`src/rtl/dcache_pkg.sv`:
```
// Shared types and constants for the dcache tag store controller.
package dcache_pkg;

  localparam int unsigned DCACHE_TAG_WIDTH             = 20;
  localparam int unsigned DCACHE_TAG_STORE_DATA_WIDTH  = 32;
  localparam int unsigned TAG_STORE_VALID_BIT_POSITION = 31;
  localparam int unsigned DCACHE_NUM_WORDS             = 64;

  typedef enum logic [2:0] {
    ST_INIT,
    ST_IDLE,
    ST_CMP,
    ST_MISS_REQ,
    ST_MISS_WAIT,
    ST_FILL,
    ST_FLUSH
  } tag_ctrl_state_e;

  // Tag store word: tag in the LSBs, valid flag at its fixed position, rest zero.
  function automatic logic [DCACHE_TAG_STORE_DATA_WIDTH-1:0] make_tag_word(
    input logic [DCACHE_TAG_WIDTH-1:0] tag,
    input logic                        valid
  );
    logic [DCACHE_TAG_STORE_DATA_WIDTH-1:0] word;
    word                               = '0;
    word[DCACHE_TAG_WIDTH-1:0]         = tag;
    word[TAG_STORE_VALID_BIT_POSITION] = valid;
    return word;
  endfunction

endpackage

```
`src/rtl/dcache_tag_ctrl_if.sv`:
```
// Lookup, miss, flush and tag store SRAM signals of the dcache tag controller.
interface dcache_tag_ctrl_if
  import dcache_pkg::*;
#(
  parameter int unsigned TAG_WIDTH  = DCACHE_TAG_WIDTH,
  parameter int unsigned DATA_WIDTH = DCACHE_TAG_STORE_DATA_WIDTH,
  parameter int unsigned NUM_WORDS  = DCACHE_NUM_WORDS
) ();

  localparam int unsigned IDX_W = $clog2(NUM_WORDS);
  localparam int unsigned BE_W  = DATA_WIDTH / 8;

  logic                  req_valid_i;
  logic                  req_ready_o;
  logic [IDX_W-1:0]      req_index_i;
  logic [TAG_WIDTH-1:0]  req_tag_i;
  logic                  rsp_valid_o;
  logic                  rsp_hit_o;
  logic                  miss_valid_o;
  logic                  miss_ready_i;
  logic [IDX_W-1:0]      miss_index_o;
  logic [TAG_WIDTH-1:0]  miss_tag_o;
  logic                  fill_done_i;
  logic                  flush_i;
  logic                  flush_done_o;
  logic                  ts_en_o;
  logic                  ts_we_o;
  logic [BE_W-1:0]       ts_be_o;
  logic [IDX_W-1:0]      ts_addr_o;
  logic [DATA_WIDTH-1:0] ts_wdata_o;
  logic [DATA_WIDTH-1:0] ts_rdata_i;

  // The tag controller is the master: it initiates all tag store accesses.
  modport master (
    input  req_valid_i, req_index_i, req_tag_i, miss_ready_i, fill_done_i, flush_i,
           ts_rdata_i,
    output req_ready_o, rsp_valid_o, rsp_hit_o, miss_valid_o, miss_index_o, miss_tag_o,
           flush_done_o, ts_en_o, ts_we_o, ts_be_o, ts_addr_o, ts_wdata_o
  );

  modport slave (
    output req_valid_i, req_index_i, req_tag_i, miss_ready_i, fill_done_i, flush_i,
           ts_rdata_i,
    input  req_ready_o, rsp_valid_o, rsp_hit_o, miss_valid_o, miss_index_o, miss_tag_o,
           flush_done_o, ts_en_o, ts_we_o, ts_be_o, ts_addr_o, ts_wdata_o
  );

endinterface

```
`src/rtl/dcache_tag_ctrl.sv`:
```
// Dcache tag store initiator: lookup/compare, miss hand-off, refill tag write and
// invalidate sweeps after reset and on flush.
module dcache_tag_ctrl
  import dcache_pkg::*;
#(
  parameter int unsigned TAG_WIDTH  = DCACHE_TAG_WIDTH,
  parameter int unsigned DATA_WIDTH = DCACHE_TAG_STORE_DATA_WIDTH,
  parameter int unsigned NUM_WORDS  = DCACHE_NUM_WORDS,
  parameter int unsigned VALID_POS  = TAG_STORE_VALID_BIT_POSITION
) (
  input  logic              clk_i,
  input  logic              rst_ni,
  dcache_tag_ctrl_if.master bus
);

  localparam int unsigned     IDX_W    = $clog2(NUM_WORDS);
  localparam int unsigned     BE_W     = DATA_WIDTH / 8;
  localparam logic [IDX_W-1:0] LAST_IDX = IDX_W'(NUM_WORDS - 1);

  tag_ctrl_state_e       state_q, state_d;
  logic [IDX_W-1:0]      cnt_q, cnt_d;
  logic [IDX_W-1:0]      index_q, index_d;
  logic [TAG_WIDTH-1:0]  tag_q, tag_d;
  logic                  flush_pend_q, flush_pend_d;

  logic                  hit_c;
  logic                  req_ready_c, rsp_valid_c, rsp_hit_c, miss_valid_c, flush_done_c;
  logic                  ts_en_c, ts_we_c;
  logic [IDX_W-1:0]      ts_addr_c;
  logic [DATA_WIDTH-1:0] ts_wdata_c;
  logic                  unused_rdata;

  // Only the tag LSBs and the valid flag of the returned word matter.
  assign hit_c        = bus.ts_rdata_i[VALID_POS] && (bus.ts_rdata_i[TAG_WIDTH-1:0] == tag_q);
  assign unused_rdata = ^bus.ts_rdata_i;

  always_ff @(posedge clk_i or negedge rst_ni) begin
    if (!rst_ni) begin
      state_q      <= ST_INIT;
      cnt_q        <= '0;
      index_q      <= '0;
      tag_q        <= '0;
      flush_pend_q <= 1'b0;
    end else begin
      state_q      <= state_d;
      cnt_q        <= cnt_d;
      index_q      <= index_d;
      tag_q        <= tag_d;
      flush_pend_q <= flush_pend_d;
    end
  end

  always_comb begin
    state_d      = state_q;
    cnt_d        = cnt_q;
    index_d      = index_q;
    tag_d        = tag_q;
    flush_pend_d = flush_pend_q;
    req_ready_c  = 1'b0;
    rsp_valid_c  = 1'b0;
    rsp_hit_c    = 1'b0;
    miss_valid_c = 1'b0;
    flush_done_c = 1'b0;
    ts_en_c      = 1'b0;
    ts_we_c      = 1'b0;
    ts_addr_c    = cnt_q;
    ts_wdata_c   = '0;

    unique case (state_q)
      ST_INIT, ST_FLUSH: begin
        ts_en_c = 1'b1;
        ts_we_c = 1'b1;
        cnt_d   = IDX_W'(cnt_q + 1'b1);
        if (cnt_q == LAST_IDX) begin
          state_d      = ST_IDLE;
          flush_done_c = (state_q == ST_FLUSH);
        end
      end
      ST_IDLE: begin
        // A flush wins over a simultaneous lookup; the lookup is simply not accepted.
        if (flush_pend_q || bus.flush_i) begin
          state_d      = ST_FLUSH;
          flush_pend_d = 1'b0;
          cnt_d        = '0;
        end else begin
          req_ready_c = 1'b1;
          if (bus.req_valid_i) begin
            ts_en_c   = 1'b1;
            ts_addr_c = bus.req_index_i;
            index_d   = bus.req_index_i;
            tag_d     = bus.req_tag_i;
            state_d   = ST_CMP;
          end
        end
      end
      ST_CMP: begin
        rsp_valid_c = 1'b1;
        rsp_hit_c   = hit_c;
        state_d     = hit_c ? ST_IDLE : ST_MISS_REQ;
      end
      ST_MISS_REQ: begin
        miss_valid_c = 1'b1;
        if (bus.miss_ready_i) begin
          state_d = bus.fill_done_i ? ST_FILL : ST_MISS_WAIT;
        end
      end
      ST_MISS_WAIT: begin
        if (bus.fill_done_i) begin
          state_d = ST_FILL;
        end
      end
      ST_FILL: begin
        ts_en_c                    = 1'b1;
        ts_we_c                    = 1'b1;
        ts_addr_c                  = index_q;
        ts_wdata_c[TAG_WIDTH-1:0]  = tag_q;
        ts_wdata_c[VALID_POS]      = 1'b1;
        state_d                    = ST_IDLE;
      end
      default: state_d = ST_INIT;
    endcase

    // Flushes arriving mid-transaction wait for the next IDLE; during sweeps they merge.
    if (bus.flush_i && (state_q inside {ST_CMP, ST_MISS_REQ, ST_MISS_WAIT, ST_FILL})) begin
      flush_pend_d = 1'b1;
    end
  end

  // Gating with rst_ni keeps the SRAM quiet while reset is held in INIT.
  assign bus.req_ready_o  = req_ready_c;
  assign bus.rsp_valid_o  = rsp_valid_c;
  assign bus.rsp_hit_o    = rsp_hit_c;
  assign bus.miss_valid_o = miss_valid_c;
  assign bus.miss_index_o = index_q;
  assign bus.miss_tag_o   = tag_q;
  assign bus.flush_done_o = flush_done_c;
  assign bus.ts_en_o      = ts_en_c & rst_ni;
  assign bus.ts_we_o      = ts_we_c & rst_ni;
  assign bus.ts_be_o      = (ts_we_c && rst_ni) ? {BE_W{1'b1}} : {BE_W{1'b0}};
  assign bus.ts_addr_o    = ts_addr_c;
  assign bus.ts_wdata_o   = ts_wdata_c;

endmodule

```
`src/flat_wrapper.sv`:
```
// flat-port wrapper written by rule: the top's interface ports become plain ports
module dcache_tag_ctrl_flat import dcache_pkg::*;
#(
  parameter int unsigned TAG_WIDTH  = DCACHE_TAG_WIDTH,
  parameter int unsigned DATA_WIDTH = DCACHE_TAG_STORE_DATA_WIDTH,
  parameter int unsigned NUM_WORDS  = DCACHE_NUM_WORDS,
  parameter int unsigned VALID_POS  = TAG_STORE_VALID_BIT_POSITION
)
  (clk_i, rst_ni, bus_req_valid_i, bus_req_index_i, bus_req_tag_i, bus_miss_ready_i, bus_fill_done_i, bus_flush_i, bus_ts_rdata_i, bus_req_ready_o, bus_rsp_valid_o, bus_rsp_hit_o, bus_miss_valid_o, bus_miss_index_o, bus_miss_tag_o, bus_flush_done_o, bus_ts_en_o, bus_ts_we_o, bus_ts_be_o, bus_ts_addr_o, bus_ts_wdata_o);
  dcache_tag_ctrl_if #(.TAG_WIDTH(TAG_WIDTH), .DATA_WIDTH(DATA_WIDTH), .NUM_WORDS(NUM_WORDS)) bus_i ();
  input  logic clk_i;
  input  logic rst_ni;
  input wire logic [$bits(bus_i.req_valid_i)-1:0] bus_req_valid_i;
  input wire logic [$bits(bus_i.req_index_i)-1:0] bus_req_index_i;
  input wire logic [$bits(bus_i.req_tag_i)-1:0] bus_req_tag_i;
  input wire logic [$bits(bus_i.miss_ready_i)-1:0] bus_miss_ready_i;
  input wire logic [$bits(bus_i.fill_done_i)-1:0] bus_fill_done_i;
  input wire logic [$bits(bus_i.flush_i)-1:0] bus_flush_i;
  input wire logic [$bits(bus_i.ts_rdata_i)-1:0] bus_ts_rdata_i;
  output wire logic [$bits(bus_i.req_ready_o)-1:0] bus_req_ready_o;
  output wire logic [$bits(bus_i.rsp_valid_o)-1:0] bus_rsp_valid_o;
  output wire logic [$bits(bus_i.rsp_hit_o)-1:0] bus_rsp_hit_o;
  output wire logic [$bits(bus_i.miss_valid_o)-1:0] bus_miss_valid_o;
  output wire logic [$bits(bus_i.miss_index_o)-1:0] bus_miss_index_o;
  output wire logic [$bits(bus_i.miss_tag_o)-1:0] bus_miss_tag_o;
  output wire logic [$bits(bus_i.flush_done_o)-1:0] bus_flush_done_o;
  output wire logic [$bits(bus_i.ts_en_o)-1:0] bus_ts_en_o;
  output wire logic [$bits(bus_i.ts_we_o)-1:0] bus_ts_we_o;
  output wire logic [$bits(bus_i.ts_be_o)-1:0] bus_ts_be_o;
  output wire logic [$bits(bus_i.ts_addr_o)-1:0] bus_ts_addr_o;
  output wire logic [$bits(bus_i.ts_wdata_o)-1:0] bus_ts_wdata_o;
  assign bus_i.req_valid_i = bus_req_valid_i;
  assign bus_i.req_index_i = bus_req_index_i;
  assign bus_i.req_tag_i = bus_req_tag_i;
  assign bus_i.miss_ready_i = bus_miss_ready_i;
  assign bus_i.fill_done_i = bus_fill_done_i;
  assign bus_i.flush_i = bus_flush_i;
  assign bus_i.ts_rdata_i = bus_ts_rdata_i;
  assign bus_req_ready_o = bus_i.req_ready_o;
  assign bus_rsp_valid_o = bus_i.rsp_valid_o;
  assign bus_rsp_hit_o = bus_i.rsp_hit_o;
  assign bus_miss_valid_o = bus_i.miss_valid_o;
  assign bus_miss_index_o = bus_i.miss_index_o;
  assign bus_miss_tag_o = bus_i.miss_tag_o;
  assign bus_flush_done_o = bus_i.flush_done_o;
  assign bus_ts_en_o = bus_i.ts_en_o;
  assign bus_ts_we_o = bus_i.ts_we_o;
  assign bus_ts_be_o = bus_i.ts_be_o;
  assign bus_ts_addr_o = bus_i.ts_addr_o;
  assign bus_ts_wdata_o = bus_i.ts_wdata_o;
  dcache_tag_ctrl #(.TAG_WIDTH(TAG_WIDTH), .DATA_WIDTH(DATA_WIDTH), .NUM_WORDS(NUM_WORDS), .VALID_POS(VALID_POS)) u_core (.clk_i(clk_i), .rst_ni(rst_ni), .bus(bus_i));
endmodule
```
`config.mk`:
```
export PLATFORM = sky130hd
export DESIGN_NAME = dcache_tag_ctrl_flat
export DESIGN_NICKNAME = d
export VERILOG_FILES = /design/src/rtl/dcache_pkg.sv /design/src/rtl/dcache_tag_ctrl_if.sv /design/src/rtl/dcache_tag_ctrl.sv /design/src/flat_wrapper.sv
export SDC_FILE = /design/constraint.sdc
export NUM_CORES = 1
export LEC_CHECK = 0
export ABC_CLOCK_PERIOD_IN_PS = 4300
export CAP_MARGIN = 20
export CORE_ASPECT_RATIO = 0.7
export CORE_UTILIZATION = 41
export DETAILED_ROUTE_END_ITERATION = 10
export PLACE_DENSITY = 0.95
export SLEW_MARGIN = 20
export SYNTH_ARGS = -nofsm -noshare
export SYNTH_HDL_FRONTEND = slang
export SYNTH_SLANG_ARGS = --single-unit
export TNS_END_PERCENT = 50
```
`constraint.sdc`:
```
create_clock -name clk_i -period 4.3 [get_ports clk_i]
set_input_delay 0.86 -clock clk_i [delete_from_list [all_inputs] [get_ports clk_i]]
set_output_delay 0.86 -clock clk_i [all_outputs]
set_load 0.005 [all_outputs]
```
**Word-level counts from Yosys, hierarchy flattened**

Index checks and enable logic that the tools add are counted.

- Word-level logic and storage cells: 67
- Output and inout port bits: 75
- Register bits: 36

- Muxes and demuxes: 30
- Bitwise logic cells: 3
- Reduce and logical (&&, ||, !) cells: 15
- Eq/ne operators: 13
- Add/sub/neg operators: 1

Operator list:

| kind | count |
|---|---|
| one-hot mux 6 bit (2 select lines) | 2 |
| == test 20 bit | 1 |
| 2-to-1 mux 20 bit | 1 |
| 2-to-1 mux 6 bit | 3 |
| one-hot mux 3 bit (6 select lines) | 1 |
| 2-to-1 mux 1 bit | 15 |
| 2-to-1 mux 3 bit | 5 |
| == test 3 bit (second input constant) | 3 |
| adder 6 x 1 -> 6 bit (second input constant) | 1 |
| == test 3 x 2 -> 1 bit (second input constant) | 2 |
| == test 6 bit (second input constant) | 1 |
| nonzero test 2 bit | 3 |
| 2-to-1 mux 4 bit | 1 |
| inequality test 2 x 1 -> 1 bit (second input constant) | 2 |
| inequality test 2 bit (second input constant) | 2 |
| AND reduction 2 bit | 2 |
| AND reduction 4 bit | 1 |
| nonzero test 4 bit | 1 |
| == test 3 x 1 -> 1 bit (second input constant) | 1 |
| logical AND 1 bit | 3 |
| zero test 3 bit | 1 |
| inequality test 3 x 2 -> 1 bit (second input constant) | 1 |
| AND reduction 3 bit | 1 |
| OR reduction 3 bit | 1 |
| 6 further kinds | 7 |

**Depth between registers and ports, before layout**

- Depth after elaboration: 5
- Depth in mapped cells: 8
- Depth with buffers taken out: 6

**Worst setup path after synthesis**

OpenSTA, ideal clock, no wires.

- Kind: input port to output port
- Start: input bus_flush_i
- End: output bus_ts_addr_o[0]
- Arrival time: 1.853 ns
- Slack: 1.587 ns
- Stages: 6
- Cells stage by stage: nor2_2 a21oi_1 or2_1 buf_2 a222oi_1 inv_1

- Word-level cells in the longest chain between the ends: 3

RTL lines:

| item | line | source |
|---|---|---|
| from (decl) | flat_wrapper.sv:18 | `input wire logic [$bits(bus_i.flush_i)-1:0] bus_flush_i;` |
| logical OR 1 bit | dcache_tag_ctrl.sv:81 | `if (flush_pend_q \|\| bus.flush_i) begin` |
| 2-to-1 mux 6 bit | dcache_tag_ctrl.sv:81 |  |
| one-hot mux 6 bit (2 select lines) | dcache_tag_ctrl.sv:69 | `unique case (state_q)` |
| to (decl) | flat_wrapper.sv:30 | `output wire logic [$bits(bus_i.ts_addr_o)-1:0] bus_ts_addr_o;` |

Every way passes these cells.

**Worst setup path in the final report**

- Start: input bus_ts_rdata_i[16]
- End: output bus_rsp_hit_o

- Word-level cells in the longest chain between the ends: 3

RTL lines:

| item | line | source |
|---|---|---|
| from (decl) | flat_wrapper.sv:19 | `input wire logic [$bits(bus_i.ts_rdata_i)-1:0] bus_ts_rdata_i;` |
| == test 20 bit | dcache_tag_ctrl.sv:34 | `assign hit_c = bus.ts_rdata_i[VALID_POS] && (bus.ts_rdata_i[TAG_WIDTH-1:0] == tag_q);` |
| logical AND 1 bit | dcache_tag_ctrl.sv:34 |  |
| 2-to-1 mux 1 bit | dcache_tag_ctrl.sv:69 |  |
| to (decl) | flat_wrapper.sv:22 | `output wire logic [$bits(bus_i.rsp_hit_o)-1:0] bus_rsp_hit_o;` |

Every way passes these cells.

==> qor.yml <==
clock_tree:
  cts-buffers-inserted: 5
  cts.htree.levels: 2
  insertion_delay_ns: 0.28
  cts-root-buf: "clkbuf_8"
  cts.path.max_buffers: 2
  holdBufCountCts: 0
  cts_resized: 0
  clock-sinks: 36
  cts_tree: "done"
  clk_pin_slew_worst_paths_ns: 0.07
  post_cts_buffers: 0
synthesis:
  synth_warnings: 0
  syn-instance-count: 236
  synth_top_area_frac: 0.389
  seq_area_frac_synth: 0.389
  ys.flop_type: "dfrtp_1"
  synth_cell_type_count: 43
  synth_top_cell_by_area: "dfrtp_1"
  ys_ff_latch: 36
  synth_edf_count: 0
  synthTopCellsByCount: "36 x dfrtp_1, 26 x mux2_2, 20 x and2_1"
  avgSynthCellArea_sq_um: 9.81
  netlist_area_sq_mm: 0.00232
  synthArstFlopShare: 1.00
  yosys-top-cells-area: "dfrtp_1 39%, mux2_2 13%, xor2_1 6.1%"
  synthMostInstantiatedCell: "dfrtp_1"
worst_setup_path:
  rrSetupSlack_ns: 2.20
  cp-end-kind: "primary output"
  reg2reg_to: "u_core.bus.miss_tag_o[4]"
  required_ns: 3.44
  r2r-start: "u_core.state_q[0]"
  crit_path_max_incr_delay_ns: 0.57
  critPathLaunchType: "primary input"
  rr_worst_depth: 4
  slowest_stage: "clkdlybuf4s50_1"
  crit_arrival_ns: 3.01
  worst-path-max-fanout: 2
  critPathKind: "in -> out"
  crit_path_cell_trace: "clkdlybuf4s50_1, xor2_1, nor4_1, nand3_1, nor4_1, clkdlybuf4s50_1"
final_layout:
  drive_above_1_share: 0.126
  area_growth_pct: 51.5
  antenna_cells: 0
  final_cell_count_no_fill: 414
  final_core_util: 0.657
  nets: 406
pwr:
  p_leak_uw: 0.00147
  pwr-share-seq: 0.336
  internal-power_uw: 1340
  pwr-share-comb: 0.521
  peakVddDrop_v: 0.000327
  clkPwrFrac: 0.142
  p_sw_uw: 741
  power_density_mw_per_mm2: 592
  swShare: 0.356
worst_hold_path:
  holdPathEnd: "u_core.bus.miss_index_o[3]"
  hp-start: "u_core.bus.miss_index_o[3]"
  worstHoldPathCells: 1
  min_path_type: "reg -> reg"
die:
  core_sq_mm: 0.00534
  die_area_sq_mm: 0.00596
  initial_core_util: 0.434
  rows: 22
  die_h_um: 64.9
  dieWidth_um: 91.8
  boundaryPins: 139
detailed_routing:
  routed_wl_mm: 6.23
  drc: 0
  via_per_inst: 5.12
  wl_per_cell_um: 15.1
  drt_iter0_markers: 148
  postRouteAntennaNets: 0
  vias: 2119
  firstDrtPassIters: 5
flow_run:
  max-cap-violations: 0
sta:
  fmax_mhz: 258
  tns_ns: 0
  tightest_slew_ns: 0.843
  slew_violations: 0
  hold_violations: 0
  rsz0062_at_grt: "no"
  whs_ns: 0.538
  fin_skew_ns: 0.00526
  min_period_over_period: 0.901
  slew_headroom: 0.438
  final-setup-viol-count: 0
  finalCriticalPeriod_ns: 3.87
placement:
  port_buffers: 116
  hpwl_mm: 4.76
  post-place-cells: 406
  gp_congestion: 0.827
run_status:
  status: "complete, no violations"
global_routing:
  grt_usage: 0.215
  met2_usage: 0.352
  grt_pass1_vias: 2005
  grt_pass1_wl_mm: 9.98
  gr-usage-met1: 0.291
  antenna_found_initial: 0
  globalRoute.totalOverflow: 0
  gr-usage-met3: 0.0610
  grt-busiest-layer: "met2"
  grt_max_degree: 38
placed cells by master (no fill, tap or decap), types with 8 or more instances in the layout:
cell type / instances
and2_1: 20
clkdlybuf4s50_1: 115
conb_1: 11
dfrtp_1: 36
inv_1: 8
mux2_2: 26
nand2_1: 12
nor2_1: 14
xor2_1: 16
state kept, by name, summed over array words and instances (netlist names):
register / flops
u_core.bus.miss_index_o: 6
u_core.cnt_q: 6
u_core.flush_pend_q: 1
u_core.state_q: 3
u_core.bus.miss_tag_o: 20
worst max-delay path by stage:
stage | startpoint | to
floorplan | bus_flush_i | bus_ts_addr_o[0]
CTS | bus_ts_rdata_i[16] | bus_rsp_hit_o
global placement | bus_ts_rdata_i[16] | bus_rsp_hit_o
detailed placement | bus_ts_rdata_i[16] | bus_rsp_hit_o
global route | bus_flush_i | bus_ts_addr_o[1]
finish | bus_ts_rdata_i[16] | bus_rsp_hit_o
routing by layer:
layer,routed length (um),up-vias
met3,510,4
met1,2720,1004
met2,2980,101
met5,0,-
li1,-,1010
met4,24,0
cell type report:
cell class,count,area (sq um)
repair buffers,119,1180
flip-flops and latches,36,901
fillers,433,1830
clock inverters,3,42.5
well taps,72,90.1
inverters,9,33.8
multi-input cells,170,1190
clock buffers,5,68.8
metrics by stage:
stage	setup WS (ns)	cell area [sq um]	total power (uW)
after floorplan	1.59	2350	1250
after global placement	0.436	3400	1750
after detailed placement	0.437	3400	1790
after CTS	0.413	3510	2090
after global routing	0.258	3510	2240
final	0.426	3510	2080
power groups by stage:
stage / combinational (uW) / clock, uW / sequential (uW)
finish: 1080 / 296 / 699
global route: 1190 / 321 / 731
CTS: 1090 / 303 / 699
detailed placement: 1080 / 0 / 706
global placement: 1060 / 0 / 690
floorplan: 610 / 0 / 642
critical path: cells and delay by family:
kind | cells | cell delay, ns
XOR/XNOR | 1 | 0.14
buffers and inverters | 2 | 0.98
AND/OR/NAND/NOR | 3 | 1.02
cells by family after synthesis:
logic type,synth area share
AOI/OAI and AO/OA,0.113
and+or+nand+nor,0.166
buffers and inverters,0.111
muxes,0.126
xor gates and xnor gates,0.0870
adders and majority gates,0.00540
DFF,0.389
other,0.00162
Power figures use the tool's default switching activity.
